`config.mk`:
```
export PLATFORM = sky130hd
export DESIGN_NAME = plab4_net_router_output_ctrl
export DESIGN_NICKNAME = d
export VERILOG_FILES = /design/src/rtl/plab4_net_router_output_ctrl_pkg.sv /design/src/rtl/plab4_net_rr_arb3.sv /design/src/rtl/plab4_net_router_output_ctrl.sv
export SDC_FILE = /design/constraint.sdc
export NUM_CORES = 1
export LEC_CHECK = 0
export ABC_AREA = 1
export CORE_AREA = 2 2 39 41
export CTS_CLUSTER_SIZE = 28
export DETAILED_ROUTE_END_ITERATION = 6
export DIE_AREA = 0 0 41 43
export PLACE_DENSITY = 0.72
export SYNTH_ARGS = -nofsm -noshare
export SYNTH_HDL_FRONTEND = slang
export SYNTH_SLANG_ARGS = --single-unit
```
`constraint.sdc`:
```
create_clock -name clk -period 3.6 [get_ports clk]
set_clock_uncertainty 0.05 [all_clocks]
set_input_delay 0.54 -clock clk [delete_from_list [all_inputs] [get_ports clk]]
set_output_delay 0.54 -clock clk [all_outputs]
set_load 0.005 [all_outputs]
```
`src/rtl/plab4_net_router_output_ctrl_pkg.sv`:
```
// Shared router constants and small helpers for the output-port controller.
package plab4_net_router_output_ctrl_pkg;

    // Port indices of the ring router
    localparam int unsigned c_port_p0   = 0;
    localparam int unsigned c_port_term = 1;
    localparam int unsigned c_port_p2   = 2;
    localparam int unsigned c_num_ports = 3;
    localparam int unsigned c_sel_w     = 2;

    // Output-channel lock state: open for arbitration, or held on a stalled winner
    typedef enum logic {
        ST_OPEN   = 1'b0,
        ST_LOCKED = 1'b1
    } lock_state_e;

    // Arbiter result bundle
    typedef struct packed {
        logic [c_num_ports-1:0] grant;
        logic [c_sel_w-1:0]     idx;
        logic                   vld;
    } arb_result_t;

    // Index to one-hot over the three ports
    function automatic logic [c_num_ports-1:0] onehot3(input logic [c_sel_w-1:0] idx);
        logic [c_num_ports-1:0] oh;
        oh = '0;
        case (idx)
            c_sel_w'(c_port_p0):   oh = 3'b001;
            c_sel_w'(c_port_term): oh = 3'b010;
            c_sel_w'(c_port_p2):   oh = 3'b100;
            default:               oh = 3'b001;
        endcase
        return oh;
    endfunction

    // Next port index, wrapping modulo three
    function automatic logic [c_sel_w-1:0] next_idx3(input logic [c_sel_w-1:0] idx);
        return (idx >= c_sel_w'(c_num_ports - 1)) ? '0 : idx + 1'b1;
    endfunction

endpackage

```
`src/rtl/plab4_net_rr_arb3.sv`:
```
// Three-way circular priority scan: first requester at or after the one-hot priority wins.
module plab4_net_rr_arb3
    import plab4_net_router_output_ctrl_pkg::*;
(
    input  logic [2:0] reqs,
    input  logic [2:0] prio,
    output logic [2:0] grant,
    output logic [1:0] idx,
    output logic       vld
);

    arb_result_t res;
    logic [1:0]  start;

    // Starting index of the scan from the one-hot priority
    always_comb begin
        start = 2'd0;
        if (prio[1]) begin
            start = 2'd1;
        end else if (prio[2]) begin
            start = 2'd2;
        end
    end

    // Scan prio, prio+1, prio+2 (mod 3) and take the first requester
    always_comb begin : p_scan
        logic [2:0] pos;
        logic [1:0] cand;
        res = '0;
        for (int unsigned k = 0; k < c_num_ports; k++) begin
            pos = 3'(start) + 3'(k);
            if (pos >= 3'(c_num_ports)) begin
                pos = pos - 3'(c_num_ports);
            end
            cand = pos[1:0];
            if (!res.vld && reqs[cand]) begin
                res.vld   = 1'b1;
                res.idx   = cand;
                res.grant = onehot3(cand);
            end
        end
    end

    assign grant = res.grant;
    assign idx   = res.idx;
    assign vld   = res.vld;

endmodule

```
`src/rtl/plab4_net_router_output_ctrl.sv`:
```
// Output-port controller: round-robin arbitration over three inputs, lock on downstream stall.
module plab4_net_router_output_ctrl
    import plab4_net_router_output_ctrl_pkg::*;
(
    input  logic       clk,
    input  logic       reset,
    input  logic       domain,
    input  logic [2:0] reqs,
    output logic [2:0] grants,
    output logic [1:0] sel,
    output logic       out_val,
    input  logic       out_rdy
);

    // Security label only; carries no logic
    logic unused_domain;
    assign unused_domain = domain;

    lock_state_e state_q, state_d;
    logic [2:0]  prio_q, prio_d;
    logic [1:0]  lock_sel_q, lock_sel_d;

    logic [2:0]  arb_grant;
    logic [1:0]  arb_idx;
    logic        arb_vld;

    logic [2:0]  win_oh;
    logic [1:0]  win_idx;
    logic        win_vld;

    plab4_net_rr_arb3 u_arb (
        .reqs  (reqs),
        .prio  (prio_q),
        .grant (arb_grant),
        .idx   (arb_idx),
        .vld   (arb_vld)
    );

    // Winner mux: a locked channel keeps its stalled input, otherwise take the arbiter result
    always_comb begin
        win_oh  = arb_grant;
        win_idx = arb_idx;
        win_vld = arb_vld;
        if (state_q == ST_LOCKED) begin
            win_idx = lock_sel_q;
            win_vld = reqs[lock_sel_q];
            win_oh  = win_vld ? onehot3(lock_sel_q) : 3'b000;
        end
    end

    // Zero-latency outputs, forced idle while reset is asserted
    always_comb begin
        grants  = 3'b000;
        sel     = 2'd0;
        out_val = 1'b0;
        if (reset && win_vld) begin
            out_val = 1'b1;
            sel     = win_idx;
            grants  = out_rdy ? win_oh : 3'b000;
        end
    end

    // Next state: transfer rotates priority, stall locks the winner, idle unlocks
    always_comb begin
        state_d    = ST_OPEN;
        prio_d     = prio_q;
        lock_sel_d = lock_sel_q;
        if (win_vld) begin
            if (out_rdy) begin
                prio_d = onehot3(next_idx3(win_idx));
            end else begin
                state_d    = ST_LOCKED;
                lock_sel_d = win_idx;
            end
        end
    end

    // State registers
    always_ff @(posedge clk or negedge reset) begin
        if (!reset) begin
            state_q    <= ST_OPEN;
            prio_q     <= 3'b001;
            lock_sel_q <= 2'd0;
        end else begin
            state_q    <= state_d;
            prio_q     <= prio_d;
            lock_sel_q <= lock_sel_d;
        end
    end

endmodule

```
==> qor_table.md, run 1 <==
| Parameter | This run | Unit |
| --- | --- | --- |
| Result of the run | finished, final reports clean | - |
| Number of gates resized after cts | 0 | - |
| Row Count | 14 | - |
| Post-Route WL | 1370 | um |
| Area fraction in compound gates after synthesis | 0.1372 | - |
| Element type at the critical path end | primary output | - |
| Cell total after placement | 125 | - |
| Via count | 645 | - |
| Final std cells w/o fill | 129 | - |
| Maximum fanout along the worst path | 4 | - |
| Number of cells on the worst reg-to-reg path | 10 | - |
| Post-synthesis mux area share | 0 | - |
| Worst rel slew slack | 0.7974 | - |
| Area share of fa/ha/maj cells after synthesis | 0.04158 | - |
| Post-Synthesis Net Count | 107 | - |
| Post-route core utilization | 0.5479 | - |
| Number of sinks driven by the clock tree | 5 | - |
| Worst slack on hold paths | 0.4972 | ns |
| Clock latency at the later pin of the worst-skew pair | 0.24 | ns |
| Combined area of the multi-input logic cells | 431.7 | um^2 |
| Hold Fails Final Rpt | 0 | - |
| Share of layout cells above drive strength 1 | 0.1858 | - |
| Maximum level of the CTS H-tree | 1 | - |
| Detailed Route Iter0 Violations | 13 | - |
| Leakage power summed over all cells | 0.3858 | nW |
| Fin crit period | 3.136 | ns |
| Initial core utilization | 0.4349 | - |
| Buffer cell driving the clock tree root | clkbuf_4 | - |
| First-pass detailed-route iteration total | 4 | - |
| Combined area of all synthesized cells | 601.8 | um^2 |
| Pin slew with the least headroom to its limit | 0.3026 | ns |
| Die Outline Area | 0.001763 | mm^2 |
| Via count of the first global-routing pass | 584 | - |
| Fill cell instance count of the final layout | 143 | - |
| Number of placed I/O pins | 13 | - |
| Area taken by flip-flops and latches | 125.1 | um^2 |
| Sequential area share after synthesis | 0.2079 | - |
| Post-synthesis simple-gate area fraction | 0.5385 | - |
| Global-route usage over all layers | 0.1872 | - |
| Clock-pin slew on the worst setup and hold paths | 0.04 | ns |
| Switching share of total power | 0.5261 | - |
| Antenna Diode Count | 0 | - |
| Pin count of the biggest net entering global routing | 8 | - |
| CTS Buffer Depth | 2 | - |
| Core footprint | 0.001384 | mm^2 |
| Nets | 123 | - |
| Total negative slack | 0 | ns |
| Hold_buf cts | 0 | - |
| Wire length of the first global-routing pass | 2297 | um |
| Yosys warnings | 0 | - |
| Critical path data required time | 3.01 | ns |
| Half-perimeter wire length after detailed placement | 1172 | um |
| Number of antenna violations at the first check in global routing | 0 | - |
| Combinational power share | 0.709 | - |
| Reported net switching power | 312.4 | uW |
| Slew Limit Fails | 0 | - |
| Clock network power share | 0.107 | - |
| Antenna Violating Nets Remaining | 0 | - |
| Die Wd | 41 | um |
| Power density normalized to cell area | 783.0 | mW/mm^2 |
| Clock tree from TritonCTS | done | - |
| Total clock buffers created by CTS | 3 | - |
| Worst min-delay path category | input port to asynchronous set/reset pin | - |
| Internal portion of total power | 281.3 | uW |
| Count of state elements after synthesis | 5 | - |
| Maximum ir drop on the vdd rail | 407.1 | uV |
| Synth unique cells | 21 | - |
| Critical path data arrival time | 2.55 | ns |
| Final setup viols | 0 | - |
| Post-synthesis instance total | 98 | - |
| Number of buffers added for setup after CTS | 0 | - |
| Routability cong. | 0.7890 | - |
| Residual DRC | 0 | - |
| Crit start category | input port | - |
| Area growth from synthesis to final layout | 25.99 | % |
| Count of max-cap constraint violations | 0 | - |
| Average wire per standard cell | 10.62 | um |
| Vias per Instance | 5.000 | - |
| Floorplan die height | 43 | um |
| Placed inst area | 732.0 | um^2 |
| Area of all placed cells without fillers | 758.2 | um^2 |
| Average size of a mapped cell | 6.141 | um^2 |
| Timing-limited maximum frequency | 0.3189 | GHz |
| Sequential Power Share | 0.184 | - |
| Leftover overflow at the end of global routing | 0 | - |
| Count of input and output buffers | 11 | - |
| Critical path class | input port to primary output | - |
| Main combinational cell family by area after synthesis | simple AND/OR/NAND/NOR gates | - |
| Share of the synthesized netlist area taken by xor and xnor gates | 0 | - |
| Period utilisation layout | 0.8710 | - |
| Setup repair after global routing missed its margin | no | - |
[metrics by stage]
stage               power [mW]  setup slack (ns)
floorplan               0.4188             1.623
global placement        0.5230            0.4747
detailed placement      0.5308            0.4921
CTS                     0.5979            0.4797
global route            0.6600            0.2314
finish                  0.5937            0.4643
[logic make-up after synthesis]
logic type	count (synthesis)
simple gates	66
compound gates	13
buf+inv	12
flops	5
fa+ha+maj	2
[layer usage]
metal,global-route usage,wire (um),vias to the layer above
met4,0.08000,14,0
li1,-,-,344
met5,0,0,-
met1,0.2376,608,289
met3,0.01571,37,2
met2,0.3063,708,10
[cell type report]
cell class | count | share of cell area
timing repair buffer | 11 | 0.1452
sequential | 5 | 0.1650
multi-input combinational | 81 | 0.5693
inverter | 12 | 0.05941
clock buffer | 4 | 0.03465
tap | 16 | 0.02640
[final timing paths]
kind / startpoint / end / slack [ns]
setup / recovery: reqs[0] / grants[2] / 0.46
hold / removal: reset / prio_q[1] / 0.50
setup reg to reg: prio_q[1] / prio_q[1] / 1.89
hold reg to reg: prio_q[2] / prio_q[2] / 0.54
max in group asynchronous: reset / lock_sel_q[1] / 2.78
min in group clk: prio_q[2] / prio_q[2] / 0.54
[sequential cells by signal, summed over array words and instances (netlist names)]
register    cells
state_q         1
prio_q          2
lock_sel_q      2
[cells in the final DEF (no fill, tap or decap), drive strengths merged]
cell	count
a21oi	5
nand2	39
nand4	1
o21bai	1
a22oi	2
clkbuf	4
dfrtp	5
ha	2
nor2	17
o21ai	4
clkdlybuf4s50	11
inv	12
o211ai	1
nand3	9
[worst max-delay path, stage by stage]
cell	delay (ns)
clkdlybuf4s50_1	0.49
inv_1	0.07
o21ai_0	0.14
a22oi_1	0.08
nor2_1	0.21
inv_1	0.12
nand2_2	0.11
nand3_1	0.11
a21oi_1	0.15
clkdlybuf4s50_1	0.52
[power groups by stage]
stage / Clock, mW / Sequential, mW / Combinational [mW]
6_report: 0.0634 / 0.109 / 0.421
5_1_grt: 0.0697 / 0.114 / 0.476
4_1_cts: 0.0657 / 0.109 / 0.424
3_5_place_dp: 0 / 0.109 / 0.421
3_3_place_gp: 0 / 0.110 / 0.413
2_1_floorplan: 0 / 0.103 / 0.316
[synthesized netlist by cell type, drive strengths merged]
cell type,number,area share
a21oi,5,0.048
a22oi,2,0.025
dfrtp,5,0.21
ha,2,0.042
inv,12,0.075
nand2,39,0.28
nand3,9,0.096
nand4,1,0.010
nor2,17,0.15
o211ai,1,0.012
o21ai,4,0.039
o21bai,1,0.012
Power figures use the tool's default switching activity.
==> run 2: changes to the inputs <==
--- a/config.mk
+++ b/config.mk
@@ -7,6 +7,7 @@
 export LEC_CHECK = 0
 export ABC_AREA = 1
 export CORE_AREA = 2 2 39 41
+export CTS_CLUSTER_DIAMETER = 120
 export CTS_CLUSTER_SIZE = 28
 export DETAILED_ROUTE_END_ITERATION = 6
 export DIE_AREA = 0 0 41 43
==> results of run 2 <==
Final layout, timing and power as in run 1 (identical DEF).
